$ cat src/rtl/keymap_pkg.sv
// Shared constants, FSM state type and helpers for the PS/2 keymap controller.
package keymap_pkg;

  localparam int unsigned CODE_W = 8;
  localparam int unsigned ADDR_W = 11;

  localparam logic [CODE_W-1:0] SC_EXT    = 8'hE0;
  localparam logic [CODE_W-1:0] SC_BRK    = 8'hF0;
  localparam logic [CODE_W-1:0] SC_LSHIFT = 8'h12;
  localparam logic [CODE_W-1:0] SC_RSHIFT = 8'h59;
  localparam logic [CODE_W-1:0] SC_CTRL   = 8'h14;
  localparam logic [CODE_W-1:0] SC_CAPS   = 8'h58;

  localparam int unsigned ADDR_LONG  = 10;
  localparam int unsigned ADDR_CAPS  = 9;
  localparam int unsigned ADDR_SHIFT = 8;

  typedef enum logic [1:0] {
    IDLE   = 2'd0,
    LOOKUP = 2'd1,
    EMIT   = 2'd2
  } state_t;

  // Ctrl folds the 0x40..0x7F range down onto control codes 0x00..0x1F.
  function automatic logic [CODE_W-1:0] ctrl_mask(input logic [CODE_W-1:0] c,
                                                  input logic ctrl);
    if (ctrl && (c[7:6] == 2'b01)) return c & 8'h1F;
    return c;
  endfunction

endpackage

$ cat src/rtl/keymap_ctrl_char_fifo.sv
// First-word-fall-through character queue; a push into a full queue is taken only alongside a pop.
module char_fifo #(
  parameter int unsigned WIDTH = 8,
  parameter int unsigned DEPTH = 4
) (
  input  logic             clk,
  input  logic             reset_n,
  input  logic             push,
  input  logic [WIDTH-1:0] din,
  input  logic             pop,
  output logic [WIDTH-1:0] dout,
  output logic             valid,
  output logic             full
);

  localparam int unsigned PTR_W = (DEPTH > 1) ? $clog2(DEPTH) : 1;
  localparam int unsigned CNT_W = $clog2(DEPTH + 1);

  logic [WIDTH-1:0] mem [DEPTH];
  logic [PTR_W-1:0] rd_ptr;
  logic [PTR_W-1:0] wr_ptr;
  logic [CNT_W-1:0] count;
  logic             do_pop;
  logic             do_push;

  assign valid   = (count != '0);
  assign full    = (count == CNT_W'(DEPTH));
  assign do_pop  = pop && valid;
  assign do_push = push && (!full || do_pop);
  assign dout    = valid ? mem[rd_ptr] : '0;

  // Storage carries no reset; count gates visibility of stale entries.
  always_ff @(posedge clk) begin
    if (do_push) mem[wr_ptr] <= din;
  end

  // Power-of-two depth lets the pointers wrap naturally.
  always_ff @(posedge clk or negedge reset_n) begin
    if (!reset_n) begin
      rd_ptr <= '0;
      wr_ptr <= '0;
      count  <= '0;
    end else begin
      if (do_push) wr_ptr <= wr_ptr + PTR_W'(1);
      if (do_pop)  rd_ptr <= rd_ptr + PTR_W'(1);
      case ({do_push, do_pop})
        2'b10:   count <= count + CNT_W'(1);
        2'b01:   count <= count - CNT_W'(1);
        default: count <= count;
      endcase
    end
  end

endmodule

$ cat src/rtl/keymap_ctrl.sv
// PS/2 scancode to ASCII controller: prefix/modifier tracking, keymap ROM sequencing, output queue.
module keymap_ctrl
  import keymap_pkg::*;
#(
  parameter int unsigned FIFO_DEPTH = 4
) (
  input  logic              clk,
  input  logic              reset_n,
  input  logic [CODE_W-1:0] scan_code,
  input  logic              scan_valid,
  output logic              scan_ready,
  output logic [ADDR_W-1:0] rom_addr,
  input  logic [CODE_W-1:0] rom_dout,
  output logic [CODE_W-1:0] char_out,
  output logic              char_valid,
  input  logic              char_ready,
  output logic              caps_led,
  output logic              overflow
);

  state_t            state, state_d;
  logic              long_pend, long_d;
  logic              brk_pend, brk_d;
  logic              lshift, lshift_d;
  logic              rshift, rshift_d;
  logic              lctrl, lctrl_d;
  logic              rctrl, rctrl_d;
  logic              caps, caps_d;
  logic [ADDR_W-1:0] addr_q, addr_d;
  logic              ready_q;
  logic              accept;
  logic              push;
  logic              fifo_full;
  logic [CODE_W-1:0] c_masked;

  assign accept     = scan_valid && ready_q;
  assign scan_ready = ready_q;
  assign rom_addr   = addr_q;
  assign caps_led   = caps;
  assign c_masked   = ctrl_mask(rom_dout, lctrl || rctrl);

  always_ff @(posedge clk or negedge reset_n) begin
    if (!reset_n) begin
      state     <= IDLE;
      long_pend <= 1'b0;
      brk_pend  <= 1'b0;
      lshift    <= 1'b0;
      rshift    <= 1'b0;
      lctrl     <= 1'b0;
      rctrl     <= 1'b0;
      caps      <= 1'b0;
      addr_q    <= '0;
      ready_q   <= 1'b1;
    end else begin
      state     <= state_d;
      long_pend <= long_d;
      brk_pend  <= brk_d;
      lshift    <= lshift_d;
      rshift    <= rshift_d;
      lctrl     <= lctrl_d;
      rctrl     <= rctrl_d;
      caps      <= caps_d;
      addr_q    <= addr_d;
      ready_q   <= (state_d == IDLE);
    end
  end

  // Byte decode in IDLE, then a fixed LOOKUP/EMIT pair per character key.
  always_comb begin
    state_d  = state;
    long_d   = long_pend;
    brk_d    = brk_pend;
    lshift_d = lshift;
    rshift_d = rshift;
    lctrl_d  = lctrl;
    rctrl_d  = rctrl;
    caps_d   = caps;
    addr_d   = addr_q;
    push     = 1'b0;
    overflow = 1'b0;
    unique case (state)
      IDLE: begin
        if (accept) begin
          if (scan_code == SC_EXT) begin
            long_d = 1'b1;
          end else if (scan_code == SC_BRK) begin
            brk_d = 1'b1;
          end else begin
            long_d = 1'b0;
            brk_d  = 1'b0;
            if (!long_pend && scan_code == SC_LSHIFT) begin
              lshift_d = !brk_pend;
            end else if (!long_pend && scan_code == SC_RSHIFT) begin
              rshift_d = !brk_pend;
            end else if (scan_code == SC_CTRL) begin
              if (long_pend) rctrl_d = !brk_pend;
              else           lctrl_d = !brk_pend;
            end else if (scan_code == SC_CAPS) begin
              if (!brk_pend) caps_d = !caps;
            end else if (!brk_pend) begin
              addr_d             = {3'b000, scan_code};
              addr_d[ADDR_LONG]  = long_pend;
              addr_d[ADDR_CAPS]  = caps;
              addr_d[ADDR_SHIFT] = lshift || rshift;
              state_d            = LOOKUP;
            end
          end
        end
      end
      LOOKUP: state_d = EMIT;
      EMIT: begin
        state_d = IDLE;
        if (c_masked != '0) begin
          if (fifo_full && !char_ready) overflow = 1'b1;
          else                          push     = 1'b1;
        end
      end
      default: state_d = IDLE;
    endcase
  end

  char_fifo #(
    .WIDTH (CODE_W),
    .DEPTH (FIFO_DEPTH)
  ) u_fifo (
    .clk     (clk),
    .reset_n (reset_n),
    .push    (push),
    .din     (c_masked),
    .pop     (char_ready),
    .dout    (char_out),
    .valid   (char_valid),
    .full    (fifo_full)
  );

endmodule

$ cat config.mk
export PLATFORM = sky130hd
export DESIGN_NAME = keymap_ctrl
export DESIGN_NICKNAME = d
export VERILOG_FILES = /design/src/rtl/keymap_pkg.sv /design/src/rtl/keymap_ctrl_char_fifo.sv /design/src/rtl/keymap_ctrl.sv
export SDC_FILE = /design/constraint.sdc
export NUM_CORES = 1
export LEC_CHECK = 0
export ABC_AREA = 1
export CAP_MARGIN = 15
export CORE_MARGIN = 4
export CORE_UTILIZATION = 49
export DETAILED_ROUTE_END_ITERATION = 10
export PLACE_DENSITY = 0.86
export SLEW_MARGIN = 15
export SYNTH_ARGS = -nofsm -noshare
export SYNTH_HDL_FRONTEND = slang
export SYNTH_SLANG_ARGS = --single-unit
$ cat constraint.sdc
create_clock -name clk -period 2 [get_ports clk]
set_clock_uncertainty 0.2 [all_clocks]
set_input_delay 0.4 -clock clk [delete_from_list [all_inputs] [get_ports clk]]
set_output_delay 0.4 -clock clk [all_outputs]
set_load 0.02 [all_outputs]
Yosys cells after proc, flatten, opt, wreduce, memory -nomap -nowiden. Memories as Yosys holds them, arrays and structs flattened. Index checks and enable logic that the tools add are counted. W data, S select, Z words.

Add/sub/neg operators: 4. $mul: 0. Div/mod/pow operators: 0. Magnitude comparators: 0. Equal/unequal tests: 13. Shift operators: 0. Mux-type cells: 25. Bitwise logic cells: 8. Reduce and logical (&&, ||, !) cells: 28.

Operators with widths (count): $mux W8 (3); $reduce_and A9 Y1 (2); $eq A8 B5 Y1 const B (2); $eq A8 B7 Y1 const B (2); $eq A8 B8 Y1 const B (2); $mux W2 (8); $reduce_and A8 Y1 (2); $mux W1 (12); $not A1 Y1 (8); $reduce_bool A8 Y1 (1); $logic_and A1 B1 Y1 (7); $eq A2 B1 Y1 const B (3); $pmux W3 S2 (1); $reduce_and A3 Y1 (2); $reduce_and A6 Y1 (1); $logic_not A1 Y1 (5); $reduce_and A5 Y1 (1); $add A2 B1 Y2 const B (2); $eq A2 B2 Y1 const B (2); $logic_not A2 Y1 (2); $pmux W2 S2 (1); $add A3 B1 Y3 const B (1); $eq A3 B3 Y1 const B (1); $logic_or A1 B1 Y1 (3); 4 further kinds (4).

Flip-flop bits (word level): 28. Latch bits: 0. Bits in writable memories: 32. Memory bits (read-only): 0. Input bits: 20. Output and inout bits: 23. Logic and storage cells: 92. Memories: 1.

Memories: u_fifo.mem (depth 4, width 8, read ports 1, clocked after memory_dff 0, wr ports 1, RTL line keymap_ctrl_char_fifo.sv:19) `logic [WIDTH-1:0] mem [DEPTH];`.

Logic depth before layout (Yosys ltp).
Depth after elaboration: 10. Mapped depth: 12. Gate-level depth less buffers: 12.

Cells and area by module. From an unflattened synthesis, not the netlist that was laid out.

Cells, all modules: 353. Area total of the unflattened synthesis: 3060.4 sq um.

By module, submodules not included: char_fifo (times used 1, cells an instance 185, area an instance 1848.0 sq um, sequential area each 1136.1 sq um); keymap_ctrl (times used 1, cells an instance 168, area an instance 1212.4 sq um, sequential area each 526.8 sq um).

Least setup slack after synthesis. Ideal clock, no wire load.

Path type: input-to-reg. Start point: in rom_dout[0]. End point: reg u_fifo.count[2]. Setup time: 124 ps. Data arrival time: 2093 ps. Required time: 1676 ps. Slack: -417 ps. Stages on the path: 10. Path buffers: 0. Cells stage by stage: or2_2 nor2_1 nand3_1 nand3_1 ha_1 inv_1 fa_1 a21oi_1 o21ai_0 xnor2_1.

Longest elaborated chain between the ends: 8. Elaborated cells between the ends (all ways): 10. Those cells by class: eq/ne: 2; mux: 5; reduce/logical: 3.

Ends and longest elaborated chain: start, declared (RTL line keymap_ctrl.sv:13) `input logic [CODE_W-1:0] rom_dout,`; $mux W8 (RTL line keymap_pkg.sv:27) `if (ctrl && (c[7:6] == 2'b01)) return c & 8'h1F;`; $mux W8 (*) (RTL line keymap_pkg.sv:28) `return c;`; $reduce_bool A8 Y1 (*) (RTL line keymap_ctrl.sv:113) `if (c_masked != '0) begin`; $mux W1 (*) (RTL line keymap_ctrl.sv:113); $mux W1 (*) (RTL line keymap_ctrl.sv:81) `unique case (state)`; $logic_and A1 B1 Y1 (*) (RTL line keymap_ctrl_char_fifo.sv:29) `assign do_push = push && (!full || do_pop);`; $eq A2 B1 Y1 or $eq A2 B2 Y1 (tied branches) (RTL line keymap_ctrl_char_fifo.sv:46) `case ({do_push, do_pop})`; $pmux W3 S2 or $reduce_bool A2 Y1 (tied branches); end signal, assigned (RTL line keymap_ctrl_char_fifo.sv:47) `2'b10: count <= count + CNT_W'(1);`; end signal, assigned (RTL line keymap_ctrl_char_fifo.sv:48) `2'b01: count <= count - CNT_W'(1);`; end signal, assigned (RTL line keymap_ctrl_char_fifo.sv:49) `default: count <= count;`; end, declared (RTL line keymap_ctrl_char_fifo.sv:22) `logic [CNT_W-1:0] count;`.

Every way passes the cells marked *; elsewhere a longest branch is shown, timed or not. The select of a mux whose other input is x is not followed. A chain may end at the register's enable or synchronous reset.

Worst setup path after layout.
Start point: reg u_fifo.rd_ptr[0]. End point: out char_out[5].

Longest elaborated chain between the ends: 2.

Ends and longest elaborated chain: start, declared (RTL line keymap_ctrl_char_fifo.sv:20) `logic [PTR_W-1:0] rd_ptr;`; start signal, assigned (RTL line keymap_ctrl_char_fifo.sv:45) `if (do_pop) rd_ptr <= rd_ptr + PTR_W'(1);`; $mem_v2 Z4 W8; $mux W8 (RTL line keymap_ctrl_char_fifo.sv:30) `assign dout = valid ? mem[rd_ptr] : '0;`; end, declared (RTL line keymap_ctrl.sv:14) `output logic [CODE_W-1:0] char_out,`.

Every way passes these cells.

==> tab_implementation.tex <==
\begin{tabular}{lr}
\hline
Metric & Value \\
\hline
\multicolumn{2}{l}{\textbf{Timing}} \\
Count of endpoints failing setup in the final report & 10 \\
Hold violation total from the final report & 0 \\
Fmax & around 470 MHz \\
Sum of negative setup slack & -0.809 ns \\
Setup slack after layout & -0.117 ns \\
Final max-slew violation count & 0 \\
Worst max-slew margin expressed relative to the limit & 0.749 \\
Final worst path period need & 2.12 ns \\
Pin slew with the least headroom to its limit & 0.376 ns \\
RSZ-0062 raised after global routing & yes \\
Final period utilization & 1.06 \\
\multicolumn{2}{l}{\textbf{Hold path}} \\
End of the worst hold path & u\_fifo.mem[1][0] \\
Worst Min Path Start & rom\_dout[0] \\
Cell depth of the worst hold path & 1 \\
Path category of the worst min-delay check & input pin to flop \\
\multicolumn{2}{l}{\textbf{Pwr}} \\
Clock power share & 0.204 \\
Internal & between 0.003 and 0.004 W \\
Leak Pwr & 1.84 nW \\
IR Drop Worst-Case VDD & approximately 1.0 mV \\
Proportion of power drawn by combinational gates & 0.481 \\
Total power per unit cell area & 1430 nW/um\^{}2 \\
Proportion of power drawn by flip-flops and latches & 0.314 \\
Switching Share & 0.386 \\
Net Sw Power & 0.00224 W \\
\multicolumn{2}{l}{\textbf{Worst setup path}} \\
Register-to-register path setup slack & -0.08 ns \\
Type of the setup path with the least slack & flop to output port \\
Buf/Inv on CP & 2 \\
Terminus of the critical flop-to-flop path & u\_fifo.count[2] \\
Element type at the critical path end & output port \\
Max Fanout on Critical Path & 8 \\
Required time of the worst setup path & 1.40 ns \\
Critical path's most frequent cell & sky130\_fd\_sc\_hd\_\_nor2\_1 \\
Cell type group with the largest total delay on the critical path & flip-flops \\
Critical path's largest stage delay & between 0.4 and 0.5 ns \\
WP data arrival & 1.52 ns \\
Reg-to-Reg Start & u\_fifo.count[1] \\
Critical path, cell by cell & buf\_12, nor2\_1, nor2\_1, o21ai\_0, a21oi\_2, buf\_4 \\
Count of cells along the worst register-to-register path & 9 \\
Type of origin of the critical path & flop \\
Slowest CP cell & sky130\_fd\_sc\_hd\_\_dfrtp\_2 \\
\multicolumn{2}{l}{\textbf{Logic synthesis}} \\
Most common library cells after synthesis & 60 x sky130\_fd\_sc\_hd\_\_nor2\_1, 47 x sky130\_fd\_sc\_hd\_\_nand2\_1, 32 x sky130\_fd\_sc\_hd\_\_edfxtp\_1 \\
Most instantiated flip-flop cell in the synthesis netlist & sky130\_fd\_sc\_hd\_\_edfxtp\_1 \\
Net count after synthesis & 333 \\
Cell types with the largest area share after synthesis & sky130\_fd\_sc\_hd\_\_edfxtp\_1 33\%, sky130\_fd\_sc\_hd\_\_dfrtp\_1 23\%, sky130\_fd\_sc\_hd\_\_nor2\_1 7.8\% \\
Count leader, synth & sky130\_fd\_sc\_hd\_\_nor2\_1 \\
Library cell with the largest summed area after synthesis & sky130\_fd\_sc\_hd\_\_edfxtp\_1 \\
Total standard cell area after synthesis & 2890 sq um \\
Top cell type's share of synthesized area & 0.332 \\
Proportion of synthesized flip-flops having asynchronous set or reset & 0.467 \\
Number of unique standard cell types used by synthesis & 28 \\
Flip-flop and latch count after synthesis & 60 \\
Number of enable-type register cells in the synthesized netlist & 32 \\
Count of yosys warnings during synthesis & 0 \\
Seq/Total Area, Yosys & 0.575 \\
Number of instances in the synthesized netlist & 307 \\
Average cell area after synthesis & 9.41 sq um \\
\multicolumn{2}{l}{\textbf{GRT}} \\
Overall Global Routing Usage & 0.201 \\
First-pass GRT wire length & 11200 um \\
Antenna violations before repair & 0 \\
Number of global-route vias before repair & 2503 \\
Pin count of the biggest net entering global routing & 29 \\
Grt ovf & 0 \\
\multicolumn{2}{l}{\textbf{Floorplanning}} \\
Total Die Area & 7190 sq um \\
Die Y & 84.8 um \\
I/O pin cnt & 43 \\
Placeable Area & 5610 sq um \\
Effective utilization at floorplan & 0.515 \\
Horizontal extent of the die & 84.8 um \\
Number of placement rows & 27 \\
\multicolumn{2}{l}{\textbf{Cells and area}} \\
Relative area change from synthesis to final layout & 40.2\% \\
FF+latch area & 1670 sq um \\
Number of standard cells in the final layout excluding fillers & 479 \\
Final \#Nets & 428 \\
Fraction of layout instances using a drive strength above 1 & 0.349 \\
Count of antenna diodes in the layout & 0 \\
Area taken by multi-input logic gates & approximately 1200 sq um \\
Fillers & 400 \\
Post-layout util & 0.722 \\
Post-route design area & 4050 sq um \\
\multicolumn{2}{l}{\textbf{Job}} \\
Max\_cap viols & 0 \\
\multicolumn{2}{l}{\textbf{Clock network}} \\
Cts hold-fix bufs & 0 \\
Buffer cell driving the clock tree root & sky130\_fd\_sc\_hd\_\_clkbuf\_8 \\
Buffer levels on the longest clock path & 2 \\
Number of buffers created by CTS & 9 \\
Clock latency reported for the late side of the worst-skew pair & between 0.3 and 0.4 ns \\
Clock sink total & 60 \\
TritonCTS clock tree & yes \\
Depth of the CTS H-tree & 3 \\
Clock slew at reported path FFs & 0.07 ns \\
\multicolumn{2}{l}{\textbf{Placed design}} \\
Placed instance count & 457 \\
RePlAce Congestion & between 0.8 and 0.9 \\
Placed Instance Area & 3710 sq um \\
Detailed placement HPWL & 4810 um \\
Count of input and output buffers & 42 \\
\multicolumn{2}{l}{\textbf{Routing}} \\
Router iterations before antenna repair & 4 \\
Post-detailed-route via-to-cell ratio & 4.99 \\
DR vias & 2388 \\
Total detailed-routing wirelength & $\sim$6700 um \\
Final ANT Viol Nets & 0 \\
Average wire per standard cell & 14.1 um \\
First-iteration detailed-routing DRC count & 117 \\
Number of remaining DRC errors & 0 \\
\multicolumn{2}{l}{\textbf{Outcome}} \\
Result of the run & finished, violations left \\
Violated checks & negative setup slack \\
\hline
\end{tabular}
==> area by class of cell <==
type,instances,share of cell area
clock buffer,9,0.0306
tap,72,0.0222
sequential,60,0.411
multi-input combinational,205,0.286
inverter,34,0.0330
clock inverter,7,0.0247
timing repair buffer,92,0.192
==> power groups by stage <==
stage / registers, W / clock network (W) / logic (W)
after floorplan: 0.00189 / 0 / 0.00138
after global placement: 0.00180 / 0 / 0.00252
after detailed placement: 0.00182 / 0 / 0.00264
after CTS: 0.00181 / 0.00121 / 0.00268
after global routing: 0.00186 / 0.00129 / 0.00306
final: 0.00183 / 0.00119 / 0.00280
==> flip-flops by register name, summed over array words and instances (netlist names) <==
name           cells
u_fifo.mem        32
rom_addr          11
u_fifo.count       3
state              2
u_fifo.rd_ptr      2
u_fifo.wr_ptr      2
brk_pend           1
caps_led           1
lctrl              1
long_pend          1
lshift             1
rctrl              1
rshift             1
scan_ready         1
==> through the flow <==
stage / hold slack, ns / worst slack, ns / total power, W
after floorplan: -0.0956 / -0.115 / 0.00327
after global placement: 0.257 / -0.754 / 0.00433
after detailed placement: 0.276 / -0.830 / 0.00446
after CTS: 0.0898 / -0.115 / 0.00571
after global routing: 0.0823 / -0.241 / 0.00621
final: 0.103 / -0.117 / 0.00581
==> timing repair <==
item | CTS | global route
buffers inserted | 3 | 3
setup endpoints to repair | 46 | 13
resized for setup | 94 | 23
pin swaps | 20 | 18
==> cells in the final DEF (no fill, tap or decap), drive strengths merged <==
cell type / Yosys / routed
a21oi: 12 / 12
buf: 5 / 62
bufinv: 0 / 2
clkbuf: 3 / 9
clkdlybuf4s15: 0 / 2
clkdlybuf4s50: 0 / 22
clkinv: 1 / 5
dfrtp: 27 / 27
dfstp: 1 / 1
dlygate4sd2: 0 / 5
dlymetal6s2s: 0 / 1
edfxtp: 32 / 32
fa: 1 / 1
ha: 5 / 5
inv: 33 / 34
nand2: 65 / 65
nand3: 21 / 21
nand4: 3 / 3
nor2: 68 / 68
nor3: 2 / 2
o21ai: 21 / 21
or2: 2 / 2
xnor2: 3 / 3
xor2: 2 / 2
==> cell families after synthesis <==
family,after synthesis,share of synthesized area
AO/OA/AOI/OAI,33,0.0571
XOR/XNOR,5,0.0152
adder cells (fa/ha/maj),6,0.0286
buffers and inverters,42,0.0641
flip-flops,60,0.575
AND/OR/NAND/NOR,161,0.260
==> routing by layer <==
layer / wire, um / track usage / vias to the layer above
li1: - / - / 1181
met1: 2540 / 0.204 / 1141
met2: 3800 / 0.389 / 57
met3: 320 / 0.0550 / 9
met4: 82 / 0.0691 / 0
met5: 0 / 0 / -
==> worst register-to-register path: stages, from the launching register on <==
cell and delay, ns:
sky130_fd_sc_hd__dfrtp_1 0.40, sky130_fd_sc_hd__inv_2 0.08, sky130_fd_sc_hd__nand4_1 0.24, sky130_fd_sc_hd__nand3_4 0.18, sky130_fd_sc_hd__ha_4 0.14, sky130_fd_sc_hd__inv_4 0.03
sky130_fd_sc_hd__fa_2 0.35, sky130_fd_sc_hd__a21oi_2 0.13, sky130_fd_sc_hd__o21ai_1 0.09, sky130_fd_sc_hd__xnor2_1 0.13
==> worst max path at each step <==
stage,startpoint,endpoint,slack [ns],cells past startpoint
floorplan,rom_dout[0],u_fifo.count[2],-0.11,10
global placement,rom_dout[7],overflow,-0.75,9
detailed placement,rom_dout[7],u_fifo.count[2],-0.83,13
CTS,u_fifo.rd_ptr[0],char_out[1],-0.12,6
global route,u_fifo.rd_ptr[0],char_out[5],-0.24,6
finish,u_fifo.rd_ptr[0],char_out[5],-0.12,6
Power figures use the tool's default switching activity.
